--- src/rtl/output_store_controller.sv ---
// Packs output activation bytes from the PE array into little-endian 32-bit GLB words
// with per-byte write enables, starting at an arbitrary byte base address.
//
// state | meaning
// IDLE  | waiting for store_state_i to start a store
// PACK  | accepting bytes, emitting a word per filled lane 3 or final byte
// DONE  | one-cycle completion pulse
// HOLD  | store finished, waiting for store_state_i to drop before re-arming
module output_store_controller (
    input  logic        clk,
    input  logic        rst,
    input  logic        store_state_i,
    input  logic [1:0]  layer_type_i,
    input  logic [31:0] ofmap_GLB_base_addr_i,
    input  logic [7:0]  pe_data_i,
    input  logic        pe_valid_i,
    output logic        pe_ready_o,
    output logic        glb_write_en_o,
    output logic [31:0] glb_addr_o,
    output logic [3:0]  glb_byte_we_o,
    output logic [31:0] glb_write_data_o,
    output logic        store_done_o
);

    typedef enum logic [1:0] {
        S_IDLE = 2'd0,
        S_PACK = 2'd1,
        S_DONE = 2'd2,
        S_HOLD = 2'd3
    } state_t;

    state_t      state;
    logic [5:0]  byte_total;
    logic [5:0]  byte_cnt;
    logic [1:0]  lane;
    logic [31:0] word_addr;
    logic [31:0] pack_data;
    logic [3:0]  pack_we;

    logic [31:0] merged_data;
    logic [3:0]  merged_we;
    logic        last_byte;
    logic        word_done;

    // Depthwise and standard layers produce 10 output bytes, the others 32.
    function automatic logic [5:0] bytes_for_layer(input logic [1:0] layer_type);
        case (layer_type)
            2'd1, 2'd2: bytes_for_layer = 6'd10;
            default:    bytes_for_layer = 6'd32;
        endcase
    endfunction

    always_comb begin
        merged_data = pack_data | ({24'd0, pe_data_i} << {lane, 3'b000});
        merged_we   = pack_we | (4'b0001 << lane);
        last_byte   = (byte_cnt == (byte_total - 6'd1));
        word_done   = (lane == 2'd3) || last_byte;
    end

    always_ff @(posedge clk) begin
        if (rst) begin
            state            <= S_IDLE;
            byte_total       <= 6'd0;
            byte_cnt         <= 6'd0;
            lane             <= 2'd0;
            word_addr        <= 32'd0;
            pack_data        <= 32'd0;
            pack_we          <= 4'd0;
            pe_ready_o       <= 1'b0;
            glb_write_en_o   <= 1'b0;
            glb_addr_o       <= 32'd0;
            glb_byte_we_o    <= 4'd0;
            glb_write_data_o <= 32'd0;
            store_done_o     <= 1'b0;
        end else begin
            glb_write_en_o <= 1'b0;
            glb_byte_we_o  <= 4'd0;
            store_done_o   <= 1'b0;

            case (state)
                S_IDLE: begin
                    if (store_state_i) begin
                        byte_total <= bytes_for_layer(layer_type_i);
                        byte_cnt   <= 6'd0;
                        lane       <= ofmap_GLB_base_addr_i[1:0];
                        word_addr  <= {ofmap_GLB_base_addr_i[31:2], 2'b00};
                        pack_data  <= 32'd0;
                        pack_we    <= 4'd0;
                        pe_ready_o <= 1'b1;
                        state      <= S_PACK;
                    end
                end

                S_PACK: begin
                    if (!store_state_i) begin
                        // Abort: partial word is dropped without a strobe.
                        pack_data  <= 32'd0;
                        pack_we    <= 4'd0;
                        byte_cnt   <= 6'd0;
                        pe_ready_o <= 1'b0;
                        state      <= S_IDLE;
                    end else if (pe_valid_i) begin
                        byte_cnt <= byte_cnt + 6'd1;
                        if (word_done) begin
                            glb_write_en_o   <= 1'b1;
                            glb_addr_o       <= word_addr;
                            glb_byte_we_o    <= merged_we;
                            glb_write_data_o <= merged_data;
                            pack_data        <= 32'd0;
                            pack_we          <= 4'd0;
                            word_addr        <= word_addr + 32'd4;
                            lane             <= 2'd0;
                        end else begin
                            pack_data <= merged_data;
                            pack_we   <= merged_we;
                            lane      <= lane + 2'd1;
                        end
                        if (last_byte) begin
                            store_done_o <= 1'b1;
                            pe_ready_o   <= 1'b0;
                            state        <= S_DONE;
                        end
                    end
                end

                S_DONE: begin
                    state <= store_state_i ? S_HOLD : S_IDLE;
                end

                S_HOLD: begin
                    if (!store_state_i) begin
                        state <= S_IDLE;
                    end
                end

                default: state <= S_IDLE;
            endcase
        end
    end

endmodule
--- config.mk ---
export PLATFORM = sky130hd
export DESIGN_NAME = output_store_controller
export DESIGN_NICKNAME = d
export VERILOG_FILES = /design/src/rtl/output_store_controller.sv
export SDC_FILE = /design/constraint.sdc
export NUM_CORES = 1
export LEC_CHECK = 0
export ABC_AREA = 1
export BUFFER_PORTS_ARGS = -buffer_cell sky130_fd_sc_hd__buf_2
export CORE_MARGIN = 5
export CORE_UTILIZATION = 57
export DETAILED_ROUTE_END_ITERATION = 10
export PLACE_DENSITY = 0.81
export SLEW_MARGIN = 20
export SYNTH_ARGS = -nofsm -noshare
export SYNTH_HDL_FRONTEND = slang
export SYNTH_SLANG_ARGS = --single-unit
--- constraint.sdc ---
create_clock -name clk -period 1.9 [get_ports clk]
set_input_delay 0.285 -clock clk [delete_from_list [all_inputs] [get_ports clk]]
set_output_delay 0.285 -clock clk [all_outputs]
set_load 0.03 [all_outputs]
# [Yosys cells after proc, flatten, opt, wreduce, memory -nomap -nowiden]
# Cells that the tools add are included.
[classes] add_sub_neg=4 eq_ne=14 shift=2 muxes=39 n_bitwise=6 n_reduce_logical=13
[ops] op="$mux W32" count=8
[ops] op="$pmux W32 S2" count=2
[ops] op="$add A32 B3 Y32 const B" count=1
[ops] op="$or A32 B32 Y32" count=1
[ops] op="$shl A8 B5 Y32" count=1
[ops] op="$mux W6" count=4
[ops] op="$mux W2" count=10
[ops] op="$mux W4" count=4
[ops] op="$reduce_and A4 Y1" count=4
[ops] op="$pmux W6 S2" count=1
[ops] op="$ne A2 B2 Y1 const B" count=5
[ops] op="$eq A2 B2 Y1 const B" count=4
[ops] op="$pmux W2 S4" count=1
[ops] op="$pmux W4 S2" count=1
[ops] op="$add A6 B1 Y6 const B" count=1
[ops] op="$eq A6 B6 Y1" count=1
[ops] op="$mux W1" count=6
[ops] op="$ne A3 B3 Y1 const B" count=2
[ops] op="$sub A6 B1 Y6 const B" count=1
[ops] op="$reduce_and A5 Y1" count=1
[ops] op="$reduce_or A5 Y1" count=1
[ops] op="$eq A2 B1 Y1 const B" count=2
[ops] op="$not A1 Y1" count=4
[ops] op="$or A4 B4 Y4" count=1
[ops] op="other kinds (11)" count=11
[totals] reg_bits=155 input_bits=46 out_inout_bits=71 elab_cells=91

# [Longest topological paths before layout]
[logic_depth] ltp_word=7 ltp_mapped=13 mapped_depth_nobuf=12

# [Least setup slack after synthesis]
# OpenSTA, ideal clock, no wires.
[synth_timing] kind="reg-to-reg" from="register word_addr[2]" to="register word_addr[30]" setup_ns=0.128 arrival_ns=1.460 required_time_ns=1.772 setup_slack_ns=0.313 path_stages_with_launch=13 n_path_buf=0 synth_period_minus_slack_ns=1.587 path_cell_list="dfxtp_1 > ha_1 > nand3_1 > inv_1 > nand2_1 > nor2_2 > nand2_1 > nand2_1 > nand2_1 > nor2_1 > nor2_1 > nor2_1 > nor2_1"
[synth_via] elab_chain_len=5
[synth_rtl] item="start: declaration" line="36" rtl="logic [31:0] word_addr;"
[synth_rtl] item="start signal: assignment" line="86" rtl="word_addr <= {ofmap_GLB_base_addr_i[31:2], 2'b00};"
[synth_rtl] item="start signal: assignment" line="111" rtl="word_addr <= word_addr + 32'd4;"
[synth_rtl] item="$add A32 B3 Y32" line="111"
[synth_rtl] item="$mux W32" line="104" rtl="if (word_done) begin"
[synth_rtl] item="$mux W32" line="102" rtl="end else if (pe_valid_i) begin"
[synth_rtl] item="$mux W32" line="95" rtl="if (!store_state_i) begin"
[synth_rtl] item="$pmux W32 S2" line="80" rtl="case (state)"
# No other way between the ends. The select of a mux whose other input is x is not followed.
# A chain may end at the register's enable or synchronous reset.

# [Worst setup path after layout]
[layout_timing] from="register word_addr[3]" to="register word_addr[30]"
# The elaborated chain is that of the path after synthesis.

==> results by group <==
Clocking
  • Clock root buffer master: clkbuf_16
  • Clock Latency Late Sink: 0.42 ns
  • Clock-pin slew on the worst setup and hold paths: 0.06 ns
  • Number of buffers created by CTS: 17
  • Clock sink total: 147
  • H-tree depth: 4
  • CTS tree: yes
  • CTS max path bufs: 2

Floorplanning
  • I/O pin total: 117
  • Horiz. Die Dim: 121 um
  • Initial core utilization: 58.5%
  • Row cnt: 40
  • Die area: 14700 um2
  • Core box area: 12100 um2
  • Die height: 121 um

Synthesis
  • Yosys warns: 0
  • EDFF count, synth: 0
  • Area share of the largest cell type after synthesis: 41.7%
  • Mean Syn Cell Area: 6.85 um2
  • Sequential share of the synthesized area: 41.7%
  • Yosys reg bits: 147
  • Synth async-reset ratio: 0%
  • Post-synth top cells: nand2_1, dfxtp_1, a21oi_1
  • Synth unique cells: 37
  • Area contributors post-synth: dfxtp_1, nand2_1, a21oi_1, nand3_1, nor2_1
  • Commonest register cell after synthesis: dfxtp_1
  • Syn Inst Count: 1031
  • Synth area leader: dfxtp_1
  • Area of the mapped netlist: 7060 um2
  • Most numerous cell in the Yosys netlist: nand2_1

Critical path
  • CP endpoint kind: flip-flop
  • Kind of critical path: flip-flop to flip-flop
  • R2R setup slack: 0.17 ns
  • RR Startpoint: word_addr[3]
  • Critical path's largest stage delay: 0.39 ns
  • Worst path slowest cell: dfxtp_1
  • Crit path cell chain: ha_1 > nand3_1 > inv_1 > nand2_2 > nor2_4 > nand2_1 > nand2_1 > nand2_1 > nor2_1 > nor2_1 > nor2_1 > nor2_1
  • Most frequent CP cell: nor2_1
  • Worst r2r path cells: 12
  • WP data arrival: 2.01 ns
  • Startpoint Class: flip-flop
  • Worst Path Required: 2.17 ns
  • Reg2reg end: word_addr[30]
  • Max Fanout on Critical Path: 8

Routing
  • Pre-antenna DRT Iters: 5
  • Final wirelength: 20100 um
  • Vias per cell: 5.46
  • Final antenna-violating net count: 0
  • Vias post-DR: 7235
  • Post-route DRC: 0
  • Iteration-0 DRC Markers: 822
  • Drt wl/cell: 15.2 um

Flow run
  • Max Cap Viol: 0

STA
  • Worst Skew: 0.00625 ns
  • Setup tns final: 0 ns
  • Fmax: 577 MHz
  • Hold Vio Cnt, Final: 0
  • Final setup vio count: 0
  • Pins over their slew limit: 0
  • Least-Margin Pin Slew: 0.865 ns
  • RSZ-0062 raised after global routing: false
  • Period utilization: 91.3%
  • Final Critical Period: 1.73 ns
  • Slew HR: 42.3%

Global routing
  • Largest net degree at the start of global routing: 84
  • Gr ovfl total: 0
  • Initial antenna violation count: 0
  • Tot GR Track Use: 27.1%
  • Wire length of the first global-routing pass: 32200 um
  • Vias in the first global route: 6617

Cells and area
  • Final Non-Filler Cells: 1324
  • Reg area: 2940 um2
  • Area grow syn2layout: 20.3%
  • Multi-input logic area: 3600 um2
  • FILL cells: 1037
  • N_diodes: 0
  • Layout cell share with drive strength beyond 1: 18.7%
  • Nets: 1195

Power and ir drop
  • Peak VDD IR: 0.000636 V
  • Power Dens Cells: 909 nW/um2
  • Static Leak: 3.45 nW

Place
  • Placed Cells: 1289
  • RD Place Congestion: 0.985
  • Dpl hpwl: 13900 um
  • IO buf count: 114

Min path
  • Worst Hold Depth: 3
  • Hold Startpoint: ofmap_GLB_base_addr_i[1]
  • Worst hold endpoint: lane[1]
  • Class of the worst hold path: input port to flip-flop

Run status
  • Outcome: finished, final reports clean
## power by group
| part | leakage (nW) | internal [mW] | switching (mW) | total (mW) |
|---|---|---|---|---|
| sequential | 1.19 | 3.18 | 0.132 | 3.32 |
| combinational | 1.97 | 0.377 | 0.707 | 1.08 |
| clock | 0.284 | 2.01 | 1.31 | 3.32 |
| total | 3.45 | 5.57 | 2.15 | 7.72 |
## worst max-delay path by stage
stage                             from            end  slack, ns  cells past startpoint
final                     word_addr[3]  word_addr[30]       0.17                     12
after global routing          state[1]    byte_cnt[4]       0.01                      7
after CTS                     state[0]     pack_we[2]       0.04                      7
after detailed placement  word_addr[3]  word_addr[30]       0.07                     12
after global placement    word_addr[3]  word_addr[30]       0.13                     12
after floorplan           word_addr[2]  word_addr[30]       0.31                     12
## per-layer routing
metal  global-route usage [%]  share of wire [%]
met5                        0                  0
met3                     5.64                8.8
met4                     9.31                2.1
met2                     42.6                 45
met1                     37.0                 44
## cell type report
type                            instances  area share, %
Multi-Input combinational cell        769           42.4
Sequential cell                       147           34.7
Timing Repair Buffer                  152           11.1
Clock buffer                           21           5.42
Inverter                               56           2.47
Tap cell                              168           2.47
Clock inverter                         11           1.47
## sequential cells by signal, summed over array words and instances, names as in the netlist
name,flops
glb_write_data_o,32
glb_write_en_o,1
pack_we,4
store_done_o,1
byte_cnt,6
word_addr,30
pe_ready_o,1
lane,2
state,2
pack_data,32
glb_addr_o,30
glb_byte_we_o,4
byte_total,2
## cell usage in the layout, fill, tap and decap left out, types with 3 or more instances in the layout
master | Yosys | routed
a211oi_1 | 3 | 3
a21oi_1 | 118 | 118
a31oi_1 | 6 | 6
buf_12 | 0 | 7
buf_2 | 21 | 114
buf_4 | 6 | 31
clkbuf_16 | 0 | 17
clkinv_2 | 0 | 3
dfxtp_1 | 147 | 146
ha_1 | 6 | 6
inv_1 | 49 | 49
inv_2 | 5 | 5
inv_6 | 0 | 3
nand2_1 | 299 | 298
nand2_2 | 4 | 4
nand3_1 | 102 | 102
nand3_2 | 3 | 3
nand4_1 | 7 | 7
nor2_1 | 116 | 115
nor2_2 | 4 | 4
nor2_4 | 2 | 3
nor3_1 | 5 | 5
o21ai_0 | 27 | 26
o21ai_1 | 6 | 7
o21bai_1 | 34 | 34
or2_2 | 11 | 11
## kinds of logic (layout without fill, tap and decap cells)
family | count (synthesis) | in the layout | share of synthesized area (%)
other | 1 | 2 | 0.0531
adder cells (fa/ha/maj) | 6 | 6 | 1.06
XOR/XNOR | 4 | 4 | 0.496
AND/OR/NAND/NOR | 560 | 560 | 33.4
flip-flops | 147 | 147 | 41.7
buffers and inverters | 116 | 240 | 7.60
AO/OA/AOI/OAI | 197 | 197 | 15.7
## per-stage QoR
step                      util (%)  setup slack (ns)  cell area, um2  hold slack, ns  power (mW)
after detailed placement      65.1            0.0687            7860           0.441        4.41
after global placement        65.1             0.132            7860           0.433        4.40
after CTS                     70.0            0.0434            8440           0.126        7.69
final                         70.4             0.166            8490           0.133        7.72
after floorplan                  -             0.313            7060           0.422        4.07
after global routing          70.4            0.0141            8490           0.137        8.00
## repair_timing
| item | 4_1_cts | 5_1_grt |
|---|---|---|
| hold buffers | 0 | 0 |
| buffers inserted | 0 | 3 |
| resized for setup | 0 | 6 |
| setup endpoints to repair | 0 | 29 |
## worst max-delay path, delay by kind of cell (launching register included)
| family | cells | cell delay (ns) |
|---|---|---|
| buffers and inverters | 1 | 0.12 |
| flip-flops | 1 | 0.39 |
| adder cells (fa/ha/maj) | 1 | 0.21 |
| AND/OR/NAND/NOR | 10 | 0.84 |
(Power assumes the default switching activity.)
